===== src/rtl/tc_pkg.sv =====
`default_nettype none
// ============================================================================
// Module   : tc_pkg
// Purpose  : Shared constants for the TC frame encoder: FSM state encoding,
//            pad byte, header field defaults, header width and PN setup.
// Revision : 1.0 - initial release
// ============================================================================
package tc_pkg;

    // FSM state encoding
    localparam logic [2:0] c_ST_IDLE = 3'd0;
    localparam logic [2:0] c_ST_LOAD = 3'd1;
    localparam logic [2:0] c_ST_SEND = 3'd2;
    localparam logic [2:0] c_ST_GAP  = 3'd3;
    localparam logic [2:0] c_ST_END  = 3'd4;

    // Filler for block bytes that carry no payload
    localparam logic [7:0] c_PAD_BYTE = 8'h55;

    // Header field defaults
    localparam logic [3:0] c_TYPE_IP_DEF = 4'b0010;
    localparam logic [3:0] c_VERSION_DEF = 4'b0000;

    // Header = SCID(16) + TYPE(4) + VERSION(4)
    localparam int c_HDR_BITS = 24;

    // PN generator x^8+x^7+x^5+x^3+1: feedback taps on state bits 7,6,4,2
    localparam logic [7:0] c_PN_TAPS = 8'hD4;
    localparam logic [7:0] c_PN_SEED = 8'hFF;

endpackage : tc_pkg
`default_nettype wire


===== src/rtl/tc_pn_gen.sv =====
`default_nettype none
// ============================================================================
// Module   : tc_pn_gen
// Purpose  : 8-bit Fibonacci LFSR producing the randomizer PN bit stream.
//            load_i reseeds synchronously and has priority over en_i.
// Revision : 1.0 - initial release
// ============================================================================
module tc_pn_gen
    import tc_pkg::*;
(
    input  logic clk_i,
    input  logic rst_i,
    input  logic en_i,
    input  logic load_i,
    output logic pn_o
);

    logic [7:0] lfsr_q;

    // LFSR state: reseed on load, advance one step per enabled cycle
    always_ff @(posedge clk_i or posedge rst_i) begin
        if (rst_i) begin
            lfsr_q <= c_PN_SEED;
        end else if (load_i) begin
            lfsr_q <= c_PN_SEED;
        end else if (en_i) begin
            lfsr_q <= {lfsr_q[6:0], ^(lfsr_q & c_PN_TAPS)};
        end
    end

    assign pn_o = lfsr_q[7];

endmodule : tc_pn_gen
`default_nettype wire


===== src/rtl/tc_frame_encode.sv =====
`default_nettype none
// ============================================================================
// Module   : tc_frame_encode
// Purpose  : Packs a byte stream into fixed-size code blocks (first block of
//            a packet carries a 24-bit SCID/type/version header), shifts each
//            block out serially MSB first, separates blocks by an idle gap
//            and flags end of packet / truncation.
//            Optional macro TC_ENC_RANDOMIZE_EN XORs payload and pad bits
//            with a PN sequence (header bits stay in clear).
// Revision : 1.0 - initial release
// ============================================================================
module tc_frame_encode
    import tc_pkg::*;
#(
    parameter int         BLOCK_BYTES = 7,
    parameter int         GAP_CYCLES  = 8,
    parameter int         MAX_BLOCKS  = 4,
    parameter logic [3:0] TYPE_IP     = c_TYPE_IP_DEF,
    parameter logic [3:0] VERSION     = c_VERSION_DEF
) (
    input  logic        Clk,
    input  logic        Rst,
    input  logic        Start,
    input  logic [15:0] SCID,
    input  logic [7:0]  ByteI,
    input  logic        ByteValid,
    input  logic        ByteLast,
    output logic        ByteReady,
    output logic        DataO,
    output logic        En_DataO,
    output logic        IP_END_O,
    output logic        Busy,
    output logic        Err_O
);

    localparam int c_BLK_BITS  = 8 * BLOCK_BYTES;
    localparam int c_CNT_MAX   = (c_BLK_BITS > GAP_CYCLES) ? c_BLK_BITS : GAP_CYCLES;
    localparam int c_CNT_W     = $clog2(c_CNT_MAX + 1);
    localparam int c_FILL_W    = $clog2(BLOCK_BYTES + 1);
    localparam int c_BLKC_RAW  = $clog2(MAX_BLOCKS + 1);
    localparam int c_BLKC_W    = (c_BLKC_RAW > 3) ? c_BLKC_RAW : 3;
    localparam int c_PAD_BYTES = BLOCK_BYTES - 3;

    // The SCID is latched straight into the header bytes of the buffer.
    logic [2:0]            state_q,  state_d;
    logic [c_BLK_BITS-1:0] buf_q,    buf_d;
    logic [c_FILL_W-1:0]   fill_q,   fill_d;
    logic [c_CNT_W-1:0]    cnt_q,    cnt_d;
    logic [c_BLKC_W-1:0]   blk_q,    blk_d;
    logic                  last_q,   last_d;
    logic                  w_scramble;

    // State and datapath registers
    always_ff @(posedge Clk or posedge Rst) begin
        if (Rst) begin
            state_q <= c_ST_IDLE;
            buf_q   <= '0;
            fill_q  <= '0;
            cnt_q   <= '0;
            blk_q   <= '0;
            last_q  <= 1'b0;
        end else begin
            state_q <= state_d;
            buf_q   <= buf_d;
            fill_q  <= fill_d;
            cnt_q   <= cnt_d;
            blk_q   <= blk_d;
            last_q  <= last_d;
        end
    end

    // Next-state and datapath update
    always_comb begin
        state_d = state_q;
        buf_d   = buf_q;
        fill_d  = fill_q;
        cnt_d   = cnt_q;
        blk_d   = blk_q;
        last_d  = last_q;
        case (state_q)
            c_ST_IDLE: begin
                if (Start) begin
                    buf_d   = {SCID, TYPE_IP, VERSION, {c_PAD_BYTES{c_PAD_BYTE}}};
                    fill_d  = c_FILL_W'(3);
                    cnt_d   = '0;
                    blk_d   = '0;
                    last_d  = 1'b0;
                    state_d = c_ST_LOAD;
                end
            end
            c_ST_LOAD: begin
                if (ByteValid) begin
                    for (int i = 0; i < BLOCK_BYTES; i++) begin
                        if (fill_q == c_FILL_W'(i)) begin
                            buf_d[c_BLK_BITS-1-8*i -: 8] = ByteI;
                        end
                    end
                    fill_d = fill_q + c_FILL_W'(1);
                    if (ByteLast) begin
                        last_d = 1'b1;
                    end
                    if (ByteLast || (fill_q == c_FILL_W'(BLOCK_BYTES - 1))) begin
                        state_d = c_ST_SEND;
                        cnt_d   = '0;
                        if (blk_q != c_BLKC_W'(MAX_BLOCKS)) begin
                            blk_d = blk_q + c_BLKC_W'(1);
                        end
                    end
                end
            end
            c_ST_SEND: begin
                buf_d = {buf_q[c_BLK_BITS-2:0], 1'b0};
                cnt_d = cnt_q + c_CNT_W'(1);
                if (cnt_q == c_CNT_W'(c_BLK_BITS - 1)) begin
                    cnt_d   = '0;
                    state_d = c_ST_GAP;
                end
            end
            c_ST_GAP: begin
                cnt_d = cnt_q + c_CNT_W'(1);
                if (cnt_q == c_CNT_W'(GAP_CYCLES - 1)) begin
                    cnt_d = '0;
                    if (last_q || (blk_q == c_BLKC_W'(MAX_BLOCKS))) begin
                        state_d = c_ST_END;
                    end else begin
                        buf_d   = {BLOCK_BYTES{c_PAD_BYTE}};
                        fill_d  = '0;
                        state_d = c_ST_LOAD;
                    end
                end
            end
            c_ST_END: begin
                state_d = c_ST_IDLE;
            end
            default: begin
                state_d = c_ST_IDLE;
            end
        endcase
    end

`ifdef TC_ENC_RANDOMIZE_EN
    logic w_payload_bit;
    logic w_pn_load;
    logic w_pn_bit;

    // Header bits are the first 24 bits of block 1; everything else is scrambled
    assign w_payload_bit = (state_q == c_ST_SEND) &&
                           !((blk_q == c_BLKC_W'(1)) && (cnt_q < c_CNT_W'(c_HDR_BITS)));
    assign w_pn_load     = (state_q == c_ST_IDLE) && Start;

    tc_pn_gen u_pn_gen (
        .clk_i  (Clk),
        .rst_i  (Rst),
        .en_i   (w_payload_bit),
        .load_i (w_pn_load),
        .pn_o   (w_pn_bit)
    );

    assign w_scramble = w_payload_bit & w_pn_bit;
`else
    assign w_scramble = 1'b0;
`endif

    // Output decode from registered state
    always_comb begin
        ByteReady = (state_q == c_ST_LOAD);
        En_DataO  = (state_q == c_ST_SEND);
        DataO     = (state_q == c_ST_SEND) ? (buf_q[c_BLK_BITS-1] ^ w_scramble) : 1'b0;
        IP_END_O  = (state_q == c_ST_END);
        Err_O     = (state_q == c_ST_END) && !last_q;
        Busy      = (state_q != c_ST_IDLE);
    end

endmodule : tc_frame_encode
`default_nettype wire

===== config.mk =====
export PLATFORM = sky130hd
export DESIGN_NAME = tc_frame_encode
export DESIGN_NICKNAME = d
export VERILOG_FILES = /design/src/rtl/tc_pkg.sv /design/src/rtl/tc_pn_gen.sv /design/src/rtl/tc_frame_encode.sv
export SDC_FILE = /design/constraint.sdc
export NUM_CORES = 1
export LEC_CHECK = 0
export CORE_MARGIN = 4
export CORE_UTILIZATION = 51
export CTS_CLUSTER_DIAMETER = 80
export DETAILED_ROUTE_END_ITERATION = 16
export PLACE_DENSITY_LB_ADDON = 0.25
export SYNTH_ARGS = -nofsm -noshare
export SYNTH_HDL_FRONTEND = slang
export SYNTH_HIERARCHICAL = 1
export SYNTH_SLANG_ARGS = --single-unit

===== constraint.sdc =====
create_clock -name Clk -period 3.2 [get_ports Clk]
set_clock_uncertainty 0.15 [all_clocks]
set_input_delay 0.96 -clock Clk [delete_from_list [all_inputs] [get_ports Clk]]
set_output_delay 0.96 -clock Clk [all_outputs]
set_load 0.05 [all_outputs]

==> results.yml <==
placement:
  routabilityCongestion: 0.8448
  dp_slack_ns: 0.03827
  place_hpwl_um: 7041
  dp_cells: 536
  io_buffers: 34
  postPlaceCellArea_um2: 4609
sta:
  tightest_slew_ns: 0.6199
  hold_viol: 0
  rsz0062_at_grt: "no"
  fin_crit_sh: 0.9593
  finalSetupViolCount: 0
  post-route-min-period_ns: 3.070
  fin_ws_ns: 0.1302
  setup_tns_ns: 0
  relSlewSlack: 0.5866
  slew_violations: 0
  max_freq_mhz: 325.8
clock_tree:
  cts_hold_buf: 0
  cts_tree: "done"
  clock_path_buffers: 2
  clkTransAtPathRegs_ns: 0.08
  clock_sinks: 72
  postCtsResizedCells: 0
  clock_latency_ns: 0.36
  cts_buffers: 9
  cts_setup_buffers: 0
  cts_max_level: 3
  cts-root-buf: "clkbuf_8"
die:
  die_y_um: 96.72
  die_area_um2: 9354
  start_util: 0.5221
  die_w_um: 96.72
  rows: 32
  io_pins: 35
  core_area_um2: 7687
grt:
  grt_overflow: 0
  track_usage: 0.2226
  grt_pass1_wl_um: 16770
  grt_pass1_vias: 3304
  antenna_found_initial: 0
  grt_max_degree: 32
run:
  maxCapViolations: 0
layout:
  area_growth_pct: 20.20
  final_cell_mix: "dfrtp_1 (72), a21oi_1 (51), inv_1 (44)"
  final_common_cell: "dfrtp_1"
  final_cells: 552
  diodes: 0
  post_route_cells_drive_above_1_share: 0.1667
  final_nets: 482
  fin_area_um2: 4825
synth:
  synth_xor_area_frac: 0.002182
  synth_cell_types: 50
  synth-simple-area-share: 0.1128
  synth_largest_area_cell: "dfrtp_1"
  postSynthAreaPerCell_um2: 9.886
  synth_ff_type: "dfrtp_1"
  ys_ff_latch: 72
  seq_area_frac_synth: 0.4489
  syn_area_um2: 4014
  yosys-top-cells-area: "dfrtp_1 (45%), mux2i_1 (9.5%), a21oi_1 (6.4%)"
  synth-compound-area-share: 0.1811
  ys_warn_count: 6
  synthAdderAreaFrac: 0.02494
  synth-edff-count: 0
  synth.area.mux_share: 0.1574
  synthesis.nets: 443
  synth_top_area_frac: 0.4489
  synth-async-reset-ratio: 1.000
  synth_top_family_by_area: "compound AO/OA/AOI/OAI gates"
  synthCells: 406
status:
  outcome: "finished clean"
worst_hold_path:
  hp-class: "register to register"
routing:
  firstDrtPassIters: 4
  drc: 0
  drt-initial-drc-count: 213
  routed_via_density: 5.861
  routed_wirelength_um: 10010
  drtAntennaViolNets: 0
  via_count: 3235
  wire_per_inst_um: 18.14
critical_path:
  endpoint_kind: "primary output"
  cp_data_required_time_ns: 2.09
  arrival_ns: 1.96
  critPathLaunchType: "register"
  critPathKind: "register to primary output"
  crit_fanout: 9
power:
  power_per_cell_area_nw_per_um2: 366.8
  p_leak_nw: 2.214
  fin_total_pwr_mw: 1.770
  ir_drop_uv: 285.8
registers in the layout (all words and copies together) (netlist names):
signal and flops:
blk_q 3, buf_q 56, last_q 1, fill_q 3
cnt_q 6, state_q 3
through the flow:
step / hold slack [ns] / utilization
final: 0.3527 / 0.6276
after global placement: 0.3228 / 0.5996
after CTS: 0.3619 / 0.6276
after global routing: 0.3853 / 0.6276
after detailed placement: 0.3434 / 0.5996
after floorplan: 0.3084 / -
final cells by class:
class / instances / area, um^2
fill: 648 / 2863
multi-input combinational: 265 / 1926
sequential: 72 / 1802
timing repair buffer: 52 / 585.6
inverter: 45 / 168.9
clock buffer: 11 / 151.4
tap: 102 / 127.6
clock inverter: 5 / 63.81
per-layer routing:
layer	global-route usage	up-vias	share of wire
li1	-	1510	-
met1	0.2903	1596	0.41
met2	0.3705	107	0.50
met3	0.05624	22	0.065
met4	0.05832	0	0.020
met5	0	-	0
final timing paths:
check / slack, ns / endpoint / start / depth (start not counted)
setup / recovery: 0.13 / DataO / state_q[0]$_DFFE_PP0P_ / 4
hold / removal: 0.35 / buf_q[34]$_DFFE_PP0P_ / buf_q[34]$_DFFE_PP0P_ / 1
setup reg to reg: 0.75 / buf_q[17]$_DFFE_PP0P_ / state_q[0]$_DFFE_PP0P_ / 5
hold reg to reg: 0.35 / buf_q[34]$_DFFE_PP0P_ / buf_q[34]$_DFFE_PP0P_ / 1
max in group asynchronous: 1.56 / buf_q[14]$_DFFE_PP0P_ / Rst / 3
min in group asynchronous: 0.80 / cnt_q[4]$_DFFE_PP0P_ / Rst / 2
Yosys cell counts (2+ instances only):
cell type,instances
nand2_1,20
nor4b_1,2
nor4bb_1,5
a21oi_4,5
a221o_1,3
and2_1,2
or3b_2,2
a22oi_1,8
o22ai_1,13
nand3_1,8
nor2b_1,2
inv_1,45
a31o_2,2
nor2_1,19
dfrtp_1,72
and3b_1,2
clkbuf_1,12
ha_1,8
or4_1,2
a21oi_1,51
mux2_2,20
buf_6,3
o21ai_0,22
mux2i_1,38
nand2b_1,4
nor3_1,6
buf_2,7
kinds of logic (layout without fill, tap and decap cells):
family,count (synthesis),in the layout
AND/OR/NAND/NOR,81,81
AO/OA/AOI/OAI,115,115
multiplexers,60,60
buffers and inverters,69,113
XOR/XNOR,1,1
adder cells (fa/ha/maj),8,8
flip-flops,72,72
where the power goes:
group          internal (mW)  total, mW  switching [mW]  leakage (nW)
registers              0.911      0.914         0.00270         0.961
logic                 0.0438     0.0821          0.0383          1.15
clock network          0.408      0.774           0.366         0.106
worst max-delay path: stages (launching register included):
cell,delay [ns]
dfrtp_1,0.38
or3b_2,0.62
inv_1,0.24
and2_1,0.21
buf_12,0.15
No activity file was read; power rests on OpenSTA's default activity.
